### config.mk
export PLATFORM = sky130hd
export DESIGN_NAME = button_debouncer
export DESIGN_NICKNAME = d
export VERILOG_FILES = /design/src/rtl/fwl_pkg.sv /design/src/rtl/sync_2ff.sv /design/src/rtl/button_debouncer.sv
export SDC_FILE = /design/constraint.sdc
export NUM_CORES = 1
export LEC_CHECK = 0
export BUFFER_PORTS_ARGS = -buffer_cell sky130_fd_sc_hd__buf_2
export CORE_ASPECT_RATIO = 1.5
export CORE_UTILIZATION = 40
export DETAILED_ROUTE_END_ITERATION = 7
export SETUP_SLACK_MARGIN = 0.5
export SLEW_MARGIN = 20
export SYNTH_ARGS = -nofsm -noshare
export SYNTH_HDL_FRONTEND = slang
export SYNTH_SLANG_ARGS = --single-unit
### constraint.sdc
create_clock -name clk -period 2.19 [get_ports clk]
set_clock_uncertainty 0.05 [all_clocks]
set_input_delay 0.1095 -clock clk [delete_from_list [all_inputs] [get_ports clk]]
set_output_delay 0.1095 -clock clk [all_outputs]
set_load 0.005 [all_outputs]
### src/rtl/fwl_pkg.sv
// fwl_pkg: shared types and constants for the flowing-water-light design
package fwl_pkg;
    localparam int CLK_HZ = 100_000_000;
    localparam int DEBOUNCE_MS = 10;
    localparam int DEBOUNCE_CYCLES_DEF = CLK_HZ / 1000 * DEBOUNCE_MS;
    localparam int LONG_PRESS_CYCLES_DEF = 100_000_000;
    typedef enum logic [1:0] {IDLE, WAIT_PRESS, PRESSED, WAIT_RELEASE} btn_state_t;
endpackage

### src/rtl/sync_2ff.sv
// sync_2ff: generic two-flop synchroniser with a configurable reset value
module sync_2ff #(
    parameter int WIDTH = 1,
    parameter logic [WIDTH-1:0] RST_VAL = '0
) (
    input  logic             clk,
    input  logic             rst,
    input  logic [WIDTH-1:0] d_i,
    output logic [WIDTH-1:0] q_o
);
    logic [WIDTH-1:0] s1_q;
    logic [WIDTH-1:0] s2_q;
    // two-stage capture of an asynchronous input into clk
    always_ff @(posedge clk) begin
        if (rst) begin
            s1_q <= RST_VAL;
            s2_q <= RST_VAL;
        end else begin
            s1_q <= d_i;
            s2_q <= s1_q;
        end
    end
    assign q_o = s2_q;
endmodule

### src/rtl/button_debouncer.sv
// button_debouncer: synchronise, debounce and pulse-encode a push-button
module button_debouncer
    import fwl_pkg::*;
#(
    parameter int DEBOUNCE_CYCLES   = DEBOUNCE_CYCLES_DEF,
    parameter int LONG_PRESS_CYCLES = LONG_PRESS_CYCLES_DEF,
    parameter bit ACTIVE_LOW        = 1'b0
) (
    input  logic clk,
    input  logic rst,
    input  logic btn_raw,
    output logic btn_level,
    output logic btn_press,
    output logic btn_release,
    output logic btn_long
);
    localparam int DW = $clog2(DEBOUNCE_CYCLES);
    localparam int HW = $clog2(LONG_PRESS_CYCLES + 1);
    localparam logic [DW-1:0] D_LAST = DW'(DEBOUNCE_CYCLES - 1);
    localparam logic [HW-1:0] H_LAST = HW'(LONG_PRESS_CYCLES - 1);
    localparam logic [HW-1:0] H_MAX = HW'(LONG_PRESS_CYCLES);

    logic btn_in;
    logic btn_sync;
    btn_state_t state_q, state_d;
    logic [DW-1:0] dcnt_q, dcnt_d;
    logic [HW-1:0] hcnt_q, hcnt_d;
    logic long_done_q, long_done_d;
    logic held;
    logic ev_press_q, ev_press_d;
    logic ev_release_q, ev_release_d;
    logic ev_long_q, ev_long_d;
    logic ev_level_q, ev_level_d;
    logic level_q, press_q, release_q, long_q;

    assign btn_in = btn_raw ^ ACTIVE_LOW;

    sync_2ff #(.WIDTH(1), .RST_VAL(1'b0)) u_sync (
        .clk (clk),
        .rst (rst),
        .d_i (btn_in),
        .q_o (btn_sync)
    );

    // state, counters and the event stage
    always_ff @(posedge clk) begin
        if (rst) begin
            state_q      <= IDLE;
            dcnt_q       <= '0;
            hcnt_q       <= '0;
            long_done_q  <= 1'b0;
            ev_press_q   <= 1'b0;
            ev_release_q <= 1'b0;
            ev_long_q    <= 1'b0;
            ev_level_q   <= 1'b0;
        end else begin
            state_q      <= state_d;
            dcnt_q       <= dcnt_d;
            hcnt_q       <= hcnt_d;
            long_done_q  <= long_done_d;
            ev_press_q   <= ev_press_d;
            ev_release_q <= ev_release_d;
            ev_long_q    <= ev_long_d;
            ev_level_q   <= ev_level_d;
        end
    end

    // output flops: one stage after the events, so press/release land
    // DEBOUNCE_CYCLES+2 edges after the first pin sample
    always_ff @(posedge clk) begin
        if (rst) begin
            level_q   <= 1'b0;
            press_q   <= 1'b0;
            release_q <= 1'b0;
            long_q    <= 1'b0;
        end else begin
            level_q   <= ev_level_q;
            press_q   <= ev_press_q;
            release_q <= ev_release_q;
            long_q    <= ev_long_q;
        end
    end

    // next state: count consecutive identical samples before accepting a change
    always_comb begin
        state_d = state_q;
        dcnt_d  = dcnt_q;
        case (state_q)
            IDLE: if (btn_sync) begin
                state_d = WAIT_PRESS;
                dcnt_d  = DW'(1);
            end
            WAIT_PRESS: if (!btn_sync) state_d = IDLE;
                else if (dcnt_q == D_LAST) state_d = PRESSED;
                else dcnt_d = dcnt_q + 1'b1;
            PRESSED: if (!btn_sync) begin
                state_d = WAIT_RELEASE;
                dcnt_d  = DW'(1);
            end
            WAIT_RELEASE: if (btn_sync) state_d = PRESSED;
                else if (dcnt_q == D_LAST) state_d = IDLE;
                else dcnt_d = dcnt_q + 1'b1;
            default: state_d = IDLE;
        endcase
    end

    // events and hold timing; hcnt survives a release bounce, long fires once per press
    always_comb begin
        held         = state_q == PRESSED || state_q == WAIT_RELEASE;
        ev_press_d   = state_q == WAIT_PRESS && state_d == PRESSED;
        ev_release_d = state_q == WAIT_RELEASE && state_d == IDLE;
        ev_long_d    = held && hcnt_q == H_LAST && !long_done_q;
        ev_level_d   = state_d == PRESSED || state_d == WAIT_RELEASE;
        hcnt_d       = ev_press_d ? '0 : (held && hcnt_q != H_MAX) ? hcnt_q + 1'b1 : hcnt_q;
        long_done_d  = ev_press_d ? 1'b0 : long_done_q | ev_long_d;
    end

    assign btn_level   = level_q;
    assign btn_press   = press_q;
    assign btn_release = release_q;
    assign btn_long    = long_q;
endmodule

Word-level counts from Yosys, hierarchy flattened
Index checks and enable logic that the tools add are counted.
{ "totals": {"register_bits": 60, "input_bits": 3, "output_inout_bits": 4, "wordCells": 54} }
{ "op_classes": {"add_sub_neg": 2, "eq_ne": 12, "mux": 13, "bitwise_logic": 1, "n_reduce_logical": 12} }
{ "ops": {"columns": ["operator", "count"], "rows": [
  ["two-way mux 20 bit", 5],
  ["one-hot mux 20 bit (4 select lines)", 1],
  ["adder 27 x 1 -> 27 bit, second input constant", 1],
  ["equality test 27 bit, second input constant", 1],
  ["!= test 27 bit, second input constant", 1],
  ["adder 20 x 1 -> 20 bit, second input constant", 1],
  ["equality test 20 bit, second input constant", 1],
  ["two-way mux 2 bit", 6],
  ["equality test 2 bit, second input constant", 4],
  ["one-hot mux 2 bit (4 select lines)", 1],
  ["logical AND 1 bit", 5],
  ["logical NOT 2 bit", 2],
  ["!= test 2 x 1 -> 1 bit, second input constant", 2],
  ["!= test 2 bit, second input constant", 2],
  ["AND reduction 4 bit", 1],
  ["equality test 2 x 1 -> 1 bit, second input constant", 1],
  ["logical OR 1 bit", 2],
  ["OR reduction 2 bit", 1],
  ["logical NOT 1 bit", 1],
  ["bitwise OR 1 bit", 1]
]} }

Logic depth before layout (Yosys ltp)
{ "logic_depth": {"ltp_word": 7, "depth_mapped": 7} }

Modules after synthesis
A second synthesis with hierarchy kept.
{ "unflattened": {"hier_cells": 322, "area_unflattened_um2": 2760.1} }
{ "by_module_without_submodules": {"columns": ["module", "n_inst", "cells_per_inst", "area_per_inst_um2", "seq_area_each_um2"], "rows": [
  ["button_debouncer", 1, 318, 2707.6, 1141.1],
  ["sync_2ff", 1, 4, 52.6, 40.0]
]} }

Least setup slack after synthesis
Ideal clock, no wire load.
{ "synth_timing": {"path_kind": "register to register", "startpoint": "register dcnt_q[0]", "endpoint": "register hcnt_q[10]", "setup_time_ps": 117, "arrival_time_ps": 1914, "t_required_ps": 2023, "setup_slack_ps": 109, "path_stages_with_launch": 8, "n_path_buf": 1, "synth_period_minus_slack_ps": 2081, "path_cell_list": "dfxtp_1 ha_1 nand3_1 nor4_1 nand2_1 o21ai_2 buf_2 nor2_1"} }
{ "synth_between": {"elab_chain_cells": 7, "elab_cells_between_ends": 9, "cone_classes": "2 x eq/ne; 5 x mux; 2 x reduce/logical"} }
{ "synth_lines": {"columns": ["item", "line", "rtl"], "rows": [
  ["start, declared", "button_debouncer.sv:26", "logic [DW-1:0] dcnt_q, dcnt_d;"],
  ["start signal, assigned", "button_debouncer.sv:58", "dcnt_q <= dcnt_d;"],
  ["equality test 20 bit (*)", "button_debouncer.sv:94, button_debouncer.sv:101", null],
  ["two-way mux 2 bit (on tied branches)", "button_debouncer.sv:101, button_debouncer.sv:94", null],
  ["two-way mux 2 bit (on tied branches)", "button_debouncer.sv:100, button_debouncer.sv:93", null],
  ["one-hot mux 2 bit (4 select lines) (*)", "button_debouncer.sv:88", "case (state_q)"],
  ["equality test 2 bit (*)", "button_debouncer.sv:110", "ev_press_d = state_q == WAIT_PRESS && state_d == PRESSED;"],
  ["logical AND 1 bit (*)", "button_debouncer.sv:110", null],
  ["OR reduction 2 bit (no source line) (*)", null, null],
  ["end signal, assigned", "button_debouncer.sv:59", "hcnt_q <= hcnt_d;"],
  ["end, declared", "button_debouncer.sv:27", "logic [HW-1:0] hcnt_q, hcnt_d;"]
]} }
Mark *: on every way between the ends. The rest lies on a longest branch, timed or not.
A chain may end at the register's enable or synchronous reset.

Worst setup path after layout
{ "layout_timing": {"startpoint": "register dcnt_q[7]", "endpoint": "register hcnt_q[6]"} }
The elaborated chain is that of the path after synthesis.

==> impl_metrics.tcl <==
set metrics [dict create \
    status "complete, no violations" \
    setup_violations 0 \
    stdcell_count 445 \
    slew_violations 0 \
    dr.first_iter.drc_count 125 \
    cp.arrival_ns 2.02 \
    leakage_nw 1.47 \
    routed_wl_um 7230 \
    grt_first_pass_wirelength_um 11500 \
    num_antenna_cells 0 \
    synthesis.nets 321 \
    dieArea_mm2 0.00715 \
    clock.fmax_mhz 545 \
    crit_fanout 7 \
    grt_overflow 0 \
    async_flop_share_pct 0 \
    fin_crit_ns 1.83 \
    dp_hpwl_um 4060 \
    rows 36 \
    critPathLaunchType "flop" \
    clock_latency_ns 0.35 \
    ios 7 \
    ys_ff_latch 59 \
    fin_area_mm2 0.00390 \
    r2r_slack_ns 0.36 \
    synthCells 315 \
    drv_cap 0 \
    synthToLayoutAreaGrowth_pct 43.4 \
    firstDrtPassIters 4 \
    grt_usage_pct 20.6 \
    via_per_inst 5.65 \
    clockRootBuffer "clkbuf_8" \
    avgSynthCellArea_um2 8.64 \
    syn_area_mm2 0.00272 \
    holdWs_ns 0.113 \
    drive_gt1_share_pct 40.9 \
    tns_ns 0 \
    drc_errors 0 \
    dpl_cell_area_mm2 0.00295 \
    relSlewSlack_pct 54.0 \
    cts_buffer_depth 2 \
    antenna_found_initial 0 \
    hold_depth 2 \
    hold_viol 0 \
    start_util_pct 41.7 \
    final_util_pct 59.8 \
    yosysSeqAreaShare_pct 43.4 \
    vias 2514 \
    hp-class "input port to flop" \
    reg2reg_depth 7 \
    cts_tree "built" \
    synthFlopType "dfxtp_1" \
    hold_start "rst" \
    wire_per_inst_um 16.2 \
    holdPathEnd "state_q[1]" \
    p_per_area_mw_per_mm2 566 \
    r2r-start "dcnt_q[7]" \
    cts_sinks 59 \
    nNetsFinal 370 \
    required_ns 2.37 \
    h-tree-depth 3 \
    worst_slew_pin_slew_ns 0.688 \
    postRouteAntennaNets 0 \
    grt_max_degree 20 \
    grt_pass1_vias 2457 \
    portBuffers 6 \
    numCtsBuffers 9 \
    cp-end-kind "flop" \
    die_h_um 103 \
    path_clk_slew_ns 0.07 \
    crit_type "flop to flop" \
    yosys_warnings 0 \
    die_width_um 69.4 \
    placed_cells 392 \
    synth-edff-count 0 \
    finalCritPeriodShare_pct 83.7 \
    core_area_mm2 0.00653 \
    synth.distinct_cells 43 \
    place_congestion 0.802 \
    rsz0062_at_grt "yes" \
    r2r_end "hcnt_q[6]" \
    num-fill-cells 533 \
    max-vdd-ir-drop_mv 0.372 \
]
cells by family (layout without fill, tap and decap cells):
logic type	after synthesis	after routing	share of synthesized area [%]
xor gates and xnor gates	32	32	10.3
DFF	59	59	43.4
AOI/OAI and AO/OA	34	34	7.45
muxes	3	3	1.19
adders and majority gates	3	3	1.38
buffers and inverters	23	77	4.04
and+or+nand+nor	161	161	32.3
through the flow:
stage	power, W	worst slack, ns
after floorplan	0.00113	0.392
after global placement	0.00115	0.239
after detailed placement	0.00115	0.201
after CTS	0.00222	0.352
after global routing	0.00229	0.272
final	0.00221	0.356
Yosys cell counts, drive strengths merged, types with 2 or more instances:
cell / instances / area (µm²)
dfxtp: 59 / 1180
nor2: 41 / 159
xnor2: 26 / 228
nand2: 20 / 75.1
nor3: 19 / 95.1
nand3: 18 / 90.1
nand4: 15 / 100
o21ai: 15 / 78.8
a21oi: 12 / 60.1
clkbuf: 10 / 37.5
nor4: 10 / 83.8
inv: 9 / 33.8
nor2b: 6 / 37.5
or3: 6 / 37.5
xor2: 6 / 52.6
or4: 5 / 41.3
a32o: 4 / 40.0
and3: 4 / 25.0
buf: 4 / 38.8
and2: 3 / 18.8
and4: 3 / 26.3
ha: 3 / 37.5
nand2b: 3 / 18.8
nor3b: 3 / 22.5
mux2: 2 / 22.5
layout make-up:
cell class                 instances  area (µm²)  share of cell area [%]
multi-input combinational        233        1830                    46.9
sequential                        59        1240                    31.7
timing repair buffer              52         493                    12.6
clock buffer                      12         165                    4.23
tap                               76        95.1                    2.44
clock inverter                     4        47.5                    1.22
inverter                           9        33.8                   0.865
repair_timing:
item	4_1_cts	5_1_grt
gates resized for setup	53	50
setup buffers	24	9
hold buffers	1	0
gates cloned	1	2
pin swaps	21	29
endpoints found under the setup margin	50	46
endpoints found under the hold margin	1	0
cell usage in the layout (no fill, tap or decap), drive strengths merged, types with 2 or more instances in the layout:
cell type / n
a21oi: 12
a32o: 4
and2: 3
and3: 4
and4: 3
buf: 49
clkbuf: 14
clkinv: 2
dfxtp: 59
ha: 3
inv: 9
mux2: 2
nand2: 20
nand2b: 3
nand3: 18
nand4: 15
nor2: 41
nor2b: 6
nor3: 19
nor3b: 3
nor4: 10
o21ai: 15
or3: 6
or4: 5
xnor2: 26
xor2: 6
report_power, final:
group | total [W] | leakage (nW) | internal (W) | switching (W)
registers | 0.00107 | 0.491 | 0.00106 | 0.00000358
clock network | 0.00106 | 0.108 | 0.000614 | 0.000441
logic | 0.0000884 | 0.876 | 0.0000413 | 0.0000472
total | 0.00221 | 1.47 | 0.00172 | 0.000491
flip-flops by register name, summed over array words and instances, names as in the netlist:
| name | count |
|---|---|
| btn_level | 1 |
| btn_long | 1 |
| btn_press | 1 |
| btn_release | 1 |
| dcnt_q | 20 |
| ev_long_q | 1 |
| ev_press_q | 1 |
| ev_release_q | 1 |
| hcnt_q | 27 |
| long_done_q | 1 |
| state_q | 2 |
| u_sync.q_o | 1 |
| u_sync.s1_q | 1 |
per-layer routing:
metal | global-route usage, % | share of wire, % | vias to the layer above | routed length (µm)
met2 | 38.0 | 56 | 67 | 4080
met5 | 0 | 0 | - | 0
met4 | 11.6 | 2.5 | 0 | 184
met1 | 21.6 | 38 | 1216 | 2720
met3 | 4.79 | 3.4 | 19 | 245
li1 | - | - | 1212 | -
worst max-delay path, stage by stage (launching register included):
cell and delay, ns:
dfxtp_4 0.35, or4_4 0.54, nor2_4 0.15, nand2_4 0.09
o21ai_4 0.21, buf_6 0.15, clkbuf_16 0.14, nor2_1 0.05
worst max-delay path by stage:
stage	start	end	slack [ns]	depth (start not counted)
4_1_cts	hcnt_q[11]	hcnt_q[21]	0.35	5
3_3_place_gp	dcnt_q[7]	dcnt_q[2]	0.24	5
6_report	dcnt_q[7]	hcnt_q[6]	0.36	7
3_5_place_dp	dcnt_q[7]	dcnt_q[4]	0.20	5
5_1_grt	hcnt_q[4]	hcnt_q[11]	0.27	6
2_1_floorplan	hcnt_q[5]	hcnt_q[15]	0.39	7
Note: power is estimated with default switching activity, not from simulation.
